File: src/rtl/coin_payer_if.sv
// Coin-bus bundle between coin_payer (master) and the dispenser side (slave).
// Carries the payment request, the coin stream, dispenser responses and tallies.
interface coin_payer_if #(
  parameter int CNT_W = 4
);
  logic             start;
  logic [4:0]       amount;
  logic             cancel;
  logic             drink;
  logic [1:0]       back;
  logic [1:0]       coin;
  logic             busy;
  logic             done;
  logic [CNT_W-1:0] drinks;
  logic [5:0]       change;
  logic [4:0]       spent;

  modport master (
    input  start, amount, cancel, drink, back,
    output coin, busy, done, drinks, change, spent
  );

  modport slave (
    output start, amount, cancel, drink, back,
    input  coin, busy, done, drinks, change, spent
  );
endinterface

File: src/rtl/coin_payer.sv
// Customer-side coin bus driver: pays an amount greedily in 10c/5c coins, requests
// a refund, then tallies the dispenser's drink/back responses for the transaction.
module coin_payer #(
  parameter int CNT_W = 4
) (
  input  logic          clk,
  input  logic          reset,
  coin_payer_if.master  bus
);

  typedef enum logic [2:0] {IDLE, SEND, REFUND, DRAIN, DONE} state_t;

  state_t           state, state_nx;
  logic [1:0]       coin_q, coin_nx;
  logic             busy_q, busy_nx;
  logic             done_q, done_nx;
  logic [4:0]       rem_q, rem_nx;
  logic [4:0]       spent_q, spent_nx;
  logic [CNT_W-1:0] drinks_q, drinks_nx;
  logic [5:0]       change_q, change_nx;
  logic [4:0]       pay_src;
  logic [1:0]       pay_c;

  function automatic logic [CNT_W-1:0] sat_inc(input logic [CNT_W-1:0] v);
    return (&v) ? v : v + {{(CNT_W-1){1'b0}}, 1'b1};
  endfunction

  function automatic logic [5:0] sat_add6(input logic [5:0] v, input logic [1:0] d);
    logic [6:0] s;
    s = {1'b0, v} + {5'b0, d};
    return s[6] ? 6'd63 : s[5:0];
  endfunction

  // Largest coin not exceeding what is still owed.
  function automatic logic [1:0] greedy(input logic [4:0] r);
    return (r >= 5'd2) ? 2'd2 : {1'b0, r[0]};
  endfunction

  // The registered coin belongs to the current state, so the next coin is chosen
  // one cycle ahead: from amount when starting, from remaining while sending.
  assign pay_src = (state == IDLE) ? bus.amount : rem_q;
  assign pay_c   = greedy(pay_src);

  always_comb begin
    state_nx  = state;
    coin_nx   = coin_q;
    busy_nx   = busy_q;
    done_nx   = 1'b0;
    rem_nx    = rem_q;
    spent_nx  = spent_q;
    drinks_nx = drinks_q;
    change_nx = change_q;

    if (busy_q) begin
      if (bus.drink) drinks_nx = sat_inc(drinks_q);
      change_nx = sat_add6(change_q, bus.back);
    end

    case (state)
      IDLE: begin
        coin_nx = 2'd0;
        if (bus.start && (bus.amount != 5'd0)) begin
          coin_nx   = pay_c;
          rem_nx    = bus.amount - {3'b0, pay_c};
          spent_nx  = {3'b0, pay_c};
          drinks_nx = '0;
          change_nx = 6'd0;
          busy_nx   = 1'b1;
          state_nx  = SEND;
        end
      end
      SEND: begin
        if (bus.cancel || (rem_q == 5'd0)) begin
          coin_nx  = 2'd3;
          rem_nx   = 5'd0;
          state_nx = REFUND;
        end else begin
          coin_nx  = pay_c;
          rem_nx   = rem_q - {3'b0, pay_c};
          spent_nx = spent_q + {3'b0, pay_c};
        end
      end
      REFUND: begin
        coin_nx  = 2'd0;
        state_nx = DRAIN;
      end
      DRAIN: begin
        coin_nx  = 2'd0;
        busy_nx  = 1'b0;
        done_nx  = 1'b1;
        state_nx = DONE;
      end
      DONE: begin
        coin_nx  = 2'd0;
        state_nx = IDLE;
      end
      default: begin
        coin_nx  = 2'd0;
        busy_nx  = 1'b0;
        state_nx = IDLE;
      end
    endcase
  end

  always_ff @(posedge clk or negedge reset) begin
    if (!reset) begin
      state    <= IDLE;
      coin_q   <= 2'd0;
      busy_q   <= 1'b0;
      done_q   <= 1'b0;
      rem_q    <= 5'd0;
      spent_q  <= 5'd0;
      drinks_q <= '0;
      change_q <= 6'd0;
    end else begin
      state    <= state_nx;
      coin_q   <= coin_nx;
      busy_q   <= busy_nx;
      done_q   <= done_nx;
      rem_q    <= rem_nx;
      spent_q  <= spent_nx;
      drinks_q <= drinks_nx;
      change_q <= change_nx;
    end
  end

  assign bus.coin   = coin_q;
  assign bus.busy   = busy_q;
  assign bus.done   = done_q;
  assign bus.drinks = drinks_q;
  assign bus.change = change_q;
  assign bus.spent  = spent_q;

endmodule

File: src/flat_wrapper.sv
// flat-port wrapper written by rule: the top's interface ports become plain ports
module coin_payer_flat 
#(
  parameter int CNT_W = 4
)
  (clk, reset, bus_start, bus_amount, bus_cancel, bus_drink, bus_back, bus_coin, bus_busy, bus_done, bus_drinks, bus_change, bus_spent);
  coin_payer_if #(.CNT_W(CNT_W)) bus_i ();
  input  logic clk;
  input  logic reset;
  input wire logic [$bits(bus_i.start)-1:0] bus_start;
  input wire logic [$bits(bus_i.amount)-1:0] bus_amount;
  input wire logic [$bits(bus_i.cancel)-1:0] bus_cancel;
  input wire logic [$bits(bus_i.drink)-1:0] bus_drink;
  input wire logic [$bits(bus_i.back)-1:0] bus_back;
  output wire logic [$bits(bus_i.coin)-1:0] bus_coin;
  output wire logic [$bits(bus_i.busy)-1:0] bus_busy;
  output wire logic [$bits(bus_i.done)-1:0] bus_done;
  output wire logic [$bits(bus_i.drinks)-1:0] bus_drinks;
  output wire logic [$bits(bus_i.change)-1:0] bus_change;
  output wire logic [$bits(bus_i.spent)-1:0] bus_spent;
  assign bus_i.start = bus_start;
  assign bus_i.amount = bus_amount;
  assign bus_i.cancel = bus_cancel;
  assign bus_i.drink = bus_drink;
  assign bus_i.back = bus_back;
  assign bus_coin = bus_i.coin;
  assign bus_busy = bus_i.busy;
  assign bus_done = bus_i.done;
  assign bus_drinks = bus_i.drinks;
  assign bus_change = bus_i.change;
  assign bus_spent = bus_i.spent;
  coin_payer #(.CNT_W(CNT_W)) u_core (.clk(clk), .reset(reset), .bus(bus_i));
endmodule
File: config.mk
export PLATFORM = sky130hd
export DESIGN_NAME = coin_payer_flat
export DESIGN_NICKNAME = d
export VERILOG_FILES = /design/src/rtl/coin_payer_if.sv /design/src/rtl/coin_payer.sv /design/src/flat_wrapper.sv
export SDC_FILE = /design/constraint.sdc
export NUM_CORES = 1
export LEC_CHECK = 0
export BUFFER_PORTS_ARGS = -buffer_cell sky130_fd_sc_hd__clkbuf_2
export CORE_UTILIZATION = 40
export CTS_CLUSTER_SIZE = 16
export DETAILED_ROUTE_END_ITERATION = 6
export GPL_TIMING_DRIVEN = 0
export HOLD_SLACK_MARGIN = 0.1
export PLACE_DENSITY_LB_ADDON = 0.08
export RECOVER_POWER = 25
export SYNTH_ARGS = -nofsm -noshare
export SYNTH_HDL_FRONTEND = slang
export SYNTH_SLANG_ARGS = --single-unit
File: constraint.sdc
create_clock -name clk -period 4.25 [get_ports clk]
set_input_delay 0.2125 -clock clk [delete_from_list [all_inputs] [get_ports clk]]
set_output_delay 0.2125 -clock clk [all_outputs]
set_load 0.01 [all_outputs]
==> Word level (Yosys, flattened, before mapping) <==
Index checks and enable logic that the tools add are counted.
{ "op_classes": {"addsub": 5, "order_cmp": 1, "eq_ne": 7, "muxes": 26, "bitwise": 1, "n_reduce_logical": 12} }
{ "op_table": {"columns": ["cell", "n"], "rows": [
  ["two-way mux 5 bit", 5],
  ["two-way mux 6 bit", 4],
  ["two-way mux 4 bit", 5],
  ["case mux 5 bit (2 select lines)", 2],
  ["case mux 3 bit (4 select lines)", 1],
  ["subtractor 5 x 2 -> 5 bit", 2],
  ["adder 6 x 2 -> 7 bit", 1],
  ["equality test 3 x 2 -> 1 bit, second input constant", 2],
  ["two-way mux 2 bit", 3],
  ["two-way mux 3 bit", 2],
  ["AND reduction 2 bit", 3],
  ["adder 5 x 2 -> 5 bit", 1],
  [">= comparator 5 x 2 -> 1 bit, second input constant", 1],
  ["logical NOT 5 bit", 1],
  ["nonzero test 5 bit", 1],
  ["adder 4 x 1 -> 4 bit, second input constant", 1],
  ["!= test 2 bit, second input constant", 2],
  ["case mux 2 bit (2 select lines)", 1],
  ["AND reduction 4 bit", 1],
  ["equality test 3 x 1 -> 1 bit, second input constant", 1],
  ["equality test 3 bit, second input constant", 1],
  ["logical NOT 3 bit", 1],
  ["AND reduction 3 bit", 1],
  ["OR reduction 3 bit", 1],
  ["7 further kinds", 8]
]} }
{ "totals": {"regBits": 27, "in_bits": 12, "out_inout_bits": 19, "wordCells": 60} }

==> Longest topological paths before layout <==
Gate-level depths: netlist of run 1.
{ "depth": {"ltp_word": 7, "mapped_depth": 11} }

==> Worst setup path after synthesis of run 1 <==
OpenSTA, ideal clock, no wires.
{ "synth_timing": {"path_kind": "register to register", "from": "reg u_core.state[1]", "to": "reg u_core.rem_q[3]", "setup_time_ns": 0.079, "t_arrival_ns": 2.469, "required_ns": 4.171, "path_slack_ns": 1.702, "path_stages_with_launch": 10, "synth_period_minus_slack_ns": 2.548, "cell_sequence": "dfrtp_1 clkbuf_1 or3_1 mux2_2 ha_1 nor2b_1 or4_1 a41oi_1 o21bai_1 a2bb2oi_1"} }
{ "synth_between": {"elab_chain_len": 7, "elab_cells_between_ends": 13, "cone_classes": "2 x add/sub; 1 x order compare; 2 x eq/ne; 5 x mux; 3 x reduce/logical"} }
{ "synth_lines": {"columns": ["item", "line", "source"], "rows": [
  ["start, declared", "coin_payer.sv:13", "state_t state, state_nx;"],
  ["start signal, assigned", "coin_payer.sv:116", "state <= state_nx;"],
  ["logical NOT 3 bit", "coin_payer.sv:41, coin_payer.sv:59", null],
  ["two-way mux 5 bit", "coin_payer.sv:41", "assign pay_src = (state == IDLE) ? bus.amount : rem_q;"],
  [">= comparator 5 x 2 -> 1 bit", "coin_payer.sv:36", "return (r >= 5'd2) ? 2'd2 : {1'b0, r[0]};"],
  ["two-way mux 2 bit", "coin_payer.sv:36", null],
  ["subtractor 5 x 2 -> 5 bit, on equally long branches", "coin_payer.sv:79, coin_payer.sv:64", null],
  ["two-way mux 5 bit, on equally long branches", "coin_payer.sv:73, coin_payer.sv:62", null],
  ["case mux 5 bit (2 select lines)", "coin_payer.sv:59", "case (state)"],
  ["end signal, assigned", "coin_payer.sv:120", "rem_q <= rem_nx;"],
  ["end, declared", "coin_payer.sv:17", "logic [4:0] rem_q, rem_nx;"]
]} }
Parallel ways exist; a longest one is shown, timed or not. The select of a mux whose other input is x is not followed.
A chain may end at the register's enable or synchronous reset.

==> Worst setup path in the final report of run 1 <==
Ends and elaborated chain as after synthesis.

==> results.py, run 1 <==
metrics = {
    "cells_and_area": {
        "stdcell_area_um2": 1940,
        "syn_to_final_growth_pct": 15.0,
        "antennaDiodeCount": 0,
        "drive_gt1_frac": 0.145,
        "nFillCells": 419,
        "multi_input_area_um2": 921,
        "regArea_um2": 676,
        "final_net_count": 239,
        "final_cell_mix": "dfrtp_1, nor2_1, clkbuf_2",
        "final_core_util": 0.482,
        "final_common_cell": "dfrtp_1",
    },
    "clocking": {
        "cts_sinks": 27,
        "cts_buffers": 3,
        "cts-root-buf": "clkbuf_8",
        "clk_latency_ps": 270,
        "ctsHtreeMaxLevel": 1,
        "cts_tree": "yes",
        "clk_pin_slew_ps": 90,
        "cts.repair.resized": 0,
        "cts.path.max_buffers": 2,
    },
    "routing": {
        "first_iter_violations": 35,
        "routedWlPerCell_um": 13.9,
        "vias_per_cell": 5.42,
        "wirelength_um": 3680,
        "drtAntennaViolNets": 0,
        "drtPass1Iterations": 4,
        "remaining_drc_errors": 0,
        "via_count": 1430,
    },
    "min_path": {
        "min-delay-path-class": "in -> reg",
        "holdPathStages": 3,
        "worstHoldEndpoint": "u_core.state[1]",
        "hold_path_startpoint": "bus_cancel",
    },
    "critical_path": {
        "crit_path_max_incr_delay_ps": 410,
        "crit_required_ps": 4450,
        "path_buf_inv": 1,
        "critPathMaxFanout": 10,
        "crit_arrival_ps": 3000,
        "crit_path_end_kind": "flop",
        "worst-setup-path-type": "reg -> reg",
        "reg2regPathDepth": 9,
        "cp_top_family": "simple AND/OR/NAND/NOR gates",
        "rr_endpoint": "u_core.rem_q[3]",
        "crit_chain": "clkbuf_1, or3_1, mux2_2, ha_1, nor2b_1, or4_1, a41oi_1, o21bai_1, a2bb2oi_1",
        "reg2reg_from": "u_core.state[1]",
        "ff2ff_setup_slack_ps": 1450,
        "slowest_stage": "or3_1",
        "worstSetupStartpointType": "flop",
    },
    "sta": {
        "hold_viol": 0,
        "slew_headroom": 0.0160,
        "setup_viol": 0,
        "slew_viol_final": 0,
        "rsz0062_at_grt": "false",
        "clock_skew_ps": 7.52,
        "worstMarginPinSlew_ps": 1480,
        "period_needed_ps": 2800,
        "setup_ws_ps": 1450,
        "fin_crit_sh": 0.658,
        "fin_hold_ws_ps": 318,
        "tns_ps": 0,
        "clock.fmax_ghz": 0.358,
    },
    "placed_design": {
        "place_hpwl_um": 2870,
        "placed_area_um2": 1900,
        "place.gp.congestion": 0.801,
        "port_buffers": 30,
        "pre_cts_ws_ps": 1470,
    },
    "power": {
        "power.density_nw_per_um2": 671,
        "vdd_drop_max_uv": 248,
        "p_leak_nw": 0.905,
    },
    "yosys": {
        "syn_area_um2": 1690,
        "syn_area_per_cell_um2": 9.44,
        "synth_nets": 203,
        "ys_ff_latch": 27,
        "synth_warnings": 0,
        "yosys.cell_types.count": 49,
        "synthFlopType": "dfrtp_1",
        "syn-instance-count": 179,
        "synth_edf_count": 0,
        "ys_seq_area_frac": 0.400,
        "postSynth.asyncResetShare": 1.00,
    },
    "global_routing": {
        "grt_pass1_wl_um": 6020,
        "grt_max_degree": 28,
        "antenna_found_initial": 0,
        "grt_pass1_vias": 1403,
        "overflow": 0,
        "track_usage": 0.180,
    },
    "floorplan": {
        "io_pins": 31,
        "start_util": 0.419,
        "core_um2": 4030,
        "dieArea_um2": 4490,
        "die_h_um": 67.0,
        "std_cell_rows": 23,
        "die_w_um": 67.0,
    },
    "run": {
        "drv_cap": 0,
    },
    "run_status": {
        "status": "completed",
    },
}
-- repair_timing --
action                    CTS  global route
hold endpoints to repair   27             0
hold buffers                1             0
setup buffers               0             0
-- cell type report --
type / count / area share
Clock inverter: 1 / 0.00258
Clock buffer: 3 / 0.0213
Buffer: 6 / 0.0168
Timing Repair Buffer: 31 / 0.0741
Sequential cell: 27 / 0.348
Inverter: 16 / 0.0309
Multi-Input combinational cell: 130 / 0.474
Tap cell: 50 / 0.0322
-- cells by family (layout without fill, tap and decap cells) --
family | Yosys count | count (layout) | synth area share
and+or+nand+nor | 60 | 60 | 0.193
AOI/OAI and AO/OA | 48 | 48 | 0.191
adders and majority gates | 12 | 12 | 0.107
buffers and inverters | 22 | 57 | 0.0548
muxes | 3 | 3 | 0.0185
DFF | 27 | 27 | 0.400
xor gates and xnor gates | 7 | 7 | 0.0363
-- layer usage --
| layer | vias up | GRT usage | part of all wire |
|---|---|---|---|
| li1 | 706 | - | - |
| met1 | 697 | 0.215 | 0.47 |
| met2 | 25 | 0.313 | 0.49 |
| met3 | 2 | 0.0274 | 0.036 |
| met4 | 0 | 0.0824 | 0.0073 |
| met5 | - | 0 | 0 |
-- state kept, by name (all words and copies together), names as in the netlist --
name               flops
u_core.rem_q           5
u_core.bus.spent       5
u_core.bus.change      6
u_core.bus.drinks      4
u_core.state           3
u_core.bus.coin        2
u_core.bus.busy        1
u_core.bus.done        1
-- metrics by stage --
stage | instances | power [W]
floorplan | 179 | 0.000959
global placement | 259 | 0.00115
detailed placement | 259 | 0.00118
CTS | 264 | 0.00133
global route | 264 | 0.00143
finish | 264 | 0.00130
-- synthesized netlist by cell type, types with 3 or more instances --
cell | count | area share
nor3_1 | 5 | 0.015
nand2_1 | 7 | 0.016
ha_1 | 8 | 0.059
and2_1 | 3 | 0.011
o21ai_0 | 8 | 0.024
o22ai_1 | 3 | 0.011
nand3_1 | 7 | 0.021
o31ai_1 | 3 | 0.013
inv_1 | 16 | 0.036
xor2_1 | 5 | 0.026
dfrtp_1 | 27 | 0.40
fa_1 | 4 | 0.047
o21ai_1 | 3 | 0.0089
a21oi_1 | 12 | 0.036
nor2_1 | 22 | 0.049
clkbuf_1 | 3 | 0.0067
-- worst reg2reg max path, delay by kind of cell, from the launching register on --
| family | cells | cell delay (ps) |
|---|---|---|
| AND/OR/NAND/NOR | 3 | 950 |
| buffers and inverters | 1 | 210 |
| AO/OA/AOI/OAI | 3 | 530 |
| multiplexers | 1 | 370 |
| flip-flops | 1 | 390 |
| adder cells (fa/ha/maj) | 1 | 300 |
-- power breakdown --
| part | leakage, nW | switching [W] | internal (W) |
|---|---|---|---|
| sequential | 0.345 | 0.0000976 | 0.000363 |
| clock | 0.0255 | 0.0000790 | 0.0000656 |
| combinational | 0.534 | 0.000413 | 0.000284 |
-- worst max path at each step --
stage / cells after the start / to / slack, ps / start
detailed placement: 9 / u_core.rem_q[3] / 1470 / u_core.state[1]
CTS: 9 / u_core.rem_q[3] / 1440 / u_core.state[1]
floorplan: 9 / u_core.rem_q[3] / 1700 / u_core.state[1]
global placement: 9 / u_core.rem_q[3] / 1490 / u_core.state[1]
finish: 9 / u_core.rem_q[3] / 1450 / u_core.state[1]
global route: 9 / u_core.rem_q[3] / 1290 / u_core.state[1]
Power figures use the tool's default switching activity.
==> inputs of run 2 (changes only) <==
==> constraint.sdc (replaced) <==
create_clock -name clk -period 2.3 [get_ports clk]
set_input_delay 0.115 -clock clk [delete_from_list [all_inputs] [get_ports clk]]
set_output_delay 0.115 -clock clk [all_outputs]
set_load 0.01 [all_outputs]
==> results.py, run 2 (synthesis results as in run 1) <==
metrics = {
    "power": {
        "p_leak_nw": 1.03,
        "vdd_drop_max_uv": 467,
        "finalPower_w": 0.00275,
        "power.density_nw_per_um2": 1260,
    },
    "routing": {
        "vias_per_cell": 5.35,
        "drtPass1Iterations": 4,
        "wirelength_um": 4110,
        "first_iter_violations": 65,
        "remaining_drc_errors": 0,
        "drtAntennaViolNets": 0,
        "routedWlPerCell_um": 14.9,
        "via_count": 1477,
    },
    "floorplan": {
        "die_h_um": 67.0,
        "core_um2": 4030,
        "io_pins": 31,
        "start_util": 0.419,
        "dieArea_um2": 4490,
        "std_cell_rows": 23,
        "die_w_um": 67.0,
    },
    "critical_path": {
        "rr_endpoint": "u_core.rem_q[3]",
        "worstSetupStartpointType": "flop",
        "reg2reg_from": "u_core.state[1]",
        "reg2regPathDepth": 8,
        "critPathMaxFanout": 3,
        "path_buf_inv": 0,
        "ff2ff_setup_slack_ps": -160,
        "crit_chain": "or3_4, mux2_4, ha_4, nor2b_4, or4_1, a41oi_2, o21bai_1, a2bb2oi_2",
        "crit_required_ps": 2500,
        "crit_path_end_kind": "flop",
        "crit_arrival_ps": 2660,
        "slowest_stage": "dfrtp_1",
        "crit_path_max_incr_delay_ps": 410,
        "worst-setup-path-type": "reg -> reg",
        "cp_top_family": "simple AND/OR/NAND/NOR gates",
    },
    "cells_and_area": {
        "nFillCells": 375,
        "antennaDiodeCount": 0,
        "final_core_util": 0.543,
        "syn_to_final_growth_pct": 29.6,
        "final_common_cell": "clkbuf_2",
        "final_cell_mix": "clkbuf_2, dfrtp_1, nor2_1",
        "multi_input_area_um2": 1040,
        "drive_gt1_frac": 0.336,
        "final_net_count": 251,
        "stdcell_area_um2": 2190,
        "regArea_um2": 676,
        "largest_reg_flops": 6,
    },
    "placed_design": {
        "port_buffers": 30,
        "place.gp.congestion": 0.814,
        "place_hpwl_um": 2900,
        "placed_area_um2": 1940,
    },
    "clocking": {
        "ctsHtreeMaxLevel": 1,
        "cts-root-buf": "clkbuf_8",
        "clk_latency_ps": 260,
        "cts_buffers": 3,
        "cts_sinks": 27,
        "cts.path.max_buffers": 2,
        "cts_tree": "yes",
        "clk_pin_slew_ps": 90,
    },
    "global_routing": {
        "grt_pass1_wl_um": 6670,
        "antenna_found_initial": 0,
        "overflow": 0,
        "grt_pass1_vias": 1482,
        "grt_max_degree": 28,
        "track_usage": 0.198,
    },
    "sta": {
        "hold_viol": 0,
        "setup_viol": 3,
        "clock_skew_ps": 3.02,
        "fin_crit_sh": 1.07,
        "period_needed_ps": 2460,
        "worstMarginPinSlew_ps": 689,
        "slew_headroom": 0.540,
        "setup_ws_ps": -155,
        "slew_viol_final": 0,
        "rsz0062_at_grt": "true",
        "clock.fmax_ghz": 0.407,
    },
    "min_path": {
        "min-delay-path-class": "in -> reg",
        "hold_path_startpoint": "bus_back[0]",
        "worstHoldEndpoint": "u_core.bus.change[0]",
        "holdPathStages": 4,
    },
    "run": {
        "drv_cap": 0,
    },
    "run_status": {
        "violations": "setup timing",
        "status": "finished, violations left",
    },
}
[run 2: power breakdown]
part | leakage (nW) | switching [W] | internal [W]
Clock | 0.0228 | 0.000139 | 0.000124
Sequential | 0.345 | 0.000202 | 0.000671
Combinational | 0.661 | 0.000873 | 0.000739
[run 2: what timing repair did]
item                                   4_1_cts  5_1_grt
hold buffers                                 1        0
setup buffers                                9        4
resized for setup                           12       15
pin swaps                                    9       12
setup endpoints to repair                    7        8
endpoints found under the hold margin       27        0
[run 2: final cells by class]
cell class / instances / area share
Clock buffer: 4 / 0.0206
Timing Repair Buffer: 44 / 0.121
Buffer: 5 / 0.0149
Multi-Input combinational cell: 130 / 0.477
Sequential cell: 27 / 0.309
Tap cell: 50 / 0.0286
Inverter: 16 / 0.0286
[run 2: per-stage QoR]
| step | hold slack, ps | TNS (ps) | cells | setup slack, ps |
|---|---|---|---|---|
| 2_1_floorplan | -181 | -137 | 179 | -137 |
| 6_report | 222 | -313 | 276 | -155 |
| 4_1_cts | 211 | -416 | 273 | -249 |
| 3_3_place_gp | 178 | -1180 | 259 | -316 |
| 5_1_grt | 243 | -821 | 276 | -224 |
| 3_5_place_dp | 200 | -1210 | 259 | -323 |
[run 2: worst max-delay path by stage]
stage,slack (ps),start,cells after the start,endpoint
floorplan,-140,u_core.state[1],9,u_core.rem_q[3]
global placement,-320,u_core.state[0],11,u_core.rem_q[4]
detailed placement,-320,u_core.state[0],11,u_core.rem_q[4]
CTS,-250,u_core.state[1],9,u_core.rem_q[3]
global route,-220,u_core.state[1],8,u_core.rem_q[3]
finish,-160,u_core.state[1],8,u_core.rem_q[3]
[run 2: worst reg2reg max path, cell delays in order, from the launching register on]
cell       delay [ps]
dfrtp_1           410
or3_4             410
mux2_4            340
ha_4              250
nor2b_4           120
or4_1             410
a41oi_2           200
o21bai_1          120
a2bb2oi_2         140
[run 2: per-layer routing]
metal / track usage / vias up / part of all wire / wire [um]
li1: - / 731 / - / -
met1: 0.243 / 718 / 0.43 / 1770
met2: 0.356 / 24 / 0.53 / 2160
met3: 0.0257 / 4 / 0.031 / 128
met4: 0.0559 / 0 / 0.012 / 48
met5: 0 / - / 0 / 0
==> inputs of run 3 (changes only) <==
==> constraint.sdc (replaced) <==
create_clock -name clk -period 2.01 [get_ports clk]
set_input_delay 0.1005 -clock clk [delete_from_list [all_inputs] [get_ports clk]]
set_output_delay 0.1005 -clock clk [all_outputs]
set_load 0.01 [all_outputs]
==> results.py, run 3 (synthesis results as in run 1) <==
metrics = {
    "sta": {
        "clock.fmax_ghz": 0.411,
        "worstMarginPinSlew_ps": 1490,
        "setup_viol": 8,
        "slew_viol_final": 0,
        "period_needed_ps": 2430,
        "tns_ps": -2520,
        "clock_skew_ps": 7.71,
        "slew_headroom": 0.00707,
        "setup_ws_ps": -424,
        "fin_crit_sh": 1.21,
        "hold_viol": 0,
        "rsz0062_at_grt": "true",
    },
    "power": {
        "power.density_nw_per_um2": 1470,
        "netSwitchingPower_w": 0.00149,
        "power_frac_comb": 0.599,
        "pwr-share-seq": 0.305,
        "p_leak_nw": 1.02,
        "internal_power_w": 0.00184,
        "swShare": 0.447,
        "vdd_drop_max_uv": 729,
        "finalPower_w": 0.00333,
        "p_clk_frac": 0.095,
    },
    "routing": {
        "vias_per_cell": 5.49,
        "via_count": 1533,
        "remaining_drc_errors": 0,
        "first_iter_violations": 40,
        "drtAntennaViolNets": 0,
        "routedWlPerCell_um": 15.1,
        "wirelength_um": 4220,
        "drtPass1Iterations": 4,
    },
    "floorplan": {
        "die_h_um": 67.0,
        "core_um2": 4030,
        "io_pins": 31,
        "std_cell_rows": 23,
        "start_util": 0.419,
        "die_w_um": 67.0,
        "dieArea_um2": 4490,
    },
    "critical_path": {
        "worstSetupStartpointType": "flop",
        "worst-setup-path-type": "reg -> reg",
        "reg2regPathDepth": 8,
        "crit_arrival_ps": 2640,
        "crit_path_end_kind": "flop",
        "crit_required_ps": 2220,
        "critPathMaxFanout": 4,
    },
    "cells_and_area": {
        "drive_gt1_frac": 0.332,
        "fin_cells": 279,
        "final_core_util": 0.562,
        "final_net_count": 254,
        "final_common_cell": "dfrtp_1",
        "syn_to_final_growth_pct": 34.1,
        "nFillCells": 359,
        "final_cell_mix": "dfrtp_1, clkbuf_2, nor2_1",
        "antennaDiodeCount": 0,
        "largest_reg_flops": 6,
    },
    "min_path": {
        "holdPathStages": 3,
        "min-delay-path-class": "in -> reg",
    },
    "placed_design": {
        "place.gp.congestion": 0.755,
        "dp.cells": 259,
        "port_buffers": 30,
        "place_hpwl_um": 2930,
    },
    "clocking": {
        "cts_buffers": 3,
        "cts.path.max_buffers": 2,
        "cts_sinks": 27,
        "clk_latency_ps": 270,
        "clk_pin_slew_ps": 100,
        "ctsHtreeMaxLevel": 1,
        "cts_tree": "yes",
        "cts-root-buf": "clkbuf_8",
    },
    "global_routing": {
        "grt_pass1_wl_um": 6710,
        "overflow": 0,
        "track_usage": 0.202,
        "antenna_found_initial": 0,
        "grt_max_degree": 28,
        "grt_pass1_vias": 1452,
    },
    "run": {
        "drv_cap": 0,
    },
    "run_status": {
        "status": "finished, violations left",
        "violations": "setup timing",
    },
}
## run 3: cell types whose count changed in the layout (fill, tap and decap cells not counted), sizes merged
| cell | previous run | this run |
|---|---|---|
| buf | 16 | 19 |
| clkbuf | 36 | 35 |
| clkinvlp | 0 | 1 |
## run 3: final cells by class
class,instances,area [um^2],area share
Multi-Input combinational cell,130,1100,0.484
Clock inverter,1,7.51,0.00331
Tap cell,50,62.6,0.0276
Timing Repair Buffer,47,282,0.124
Inverter,16,65.1,0.0287
Sequential cell,27,676,0.298
Clock buffer,3,41.3,0.0182
Buffer,5,36.3,0.0160
## run 3: path summary, 6_finish.rpt
| path | endpoint | slack, ps | from |
|---|---|---|---|
| setup / recovery | u_core.rem_q[3] | -420 | u_core.state[0] |
| hold / removal | u_core.bus.drinks[2] | 190 | bus_drink |
| setup reg to reg | u_core.rem_q[3] | -420 | u_core.state[0] |
| hold reg to reg | u_core.bus.spent[4] | 550 | u_core.bus.spent[4] |
| max in group asynchronous | u_core.bus.change[0] | 430 | reset |
| min in group asynchronous | u_core.bus.drinks[3] | 700 | reset |
## run 3: layer usage
layer / vias up / track usage / share of wire
met3: 6 / 0.0205 / 0.036
met2: 40 / 0.364 / 0.52
met1: 751 / 0.243 / 0.43
met4: 0 / 0.0824 / 0.014
met5: - / 0 / 0
li1: 736 / - / -
## run 3: metrics by stage
stage | worst slack, ps | hold WS [ps] | cell area, um^2
finish | -424 | 187 | 2270
CTS | -596 | 178 | 2170
global placement | -644 | 167 | 1960
global route | -510 | 189 | 2270
detailed placement | -668 | 187 | 1960
floorplan | -427 | -195 | 1740
## run 3: critical path, cell delays in order (launching register included)
cell	delay (ps)
dfrtp_1	430
or3_4	400
mux2_4	330
ha_4	210
nor2b_4	120
or4_4	420
a41oi_4	180
buf_4	150
a2bb2oi_2	120
## run 3: power groups by stage
stage	Sequential (W)	Combinational [W]	Clock [W]
finish	0.00101	0.00199	0.000317
global route	0.00105	0.00222	0.000347
CTS	0.00100	0.00181	0.000328
detailed placement	0.00101	0.00158	0
global placement	0.000990	0.00155	0
floorplan	0.00104	0.00109	0
## run 3: repair_timing
action,CTS,global route
pin swaps,11,15
cloned,0,0
endpoints found under the hold margin,27,0
setup endpoints to repair,9,9
setup buffers,7,10
gates resized for setup,25,13
hold buffers,1,0
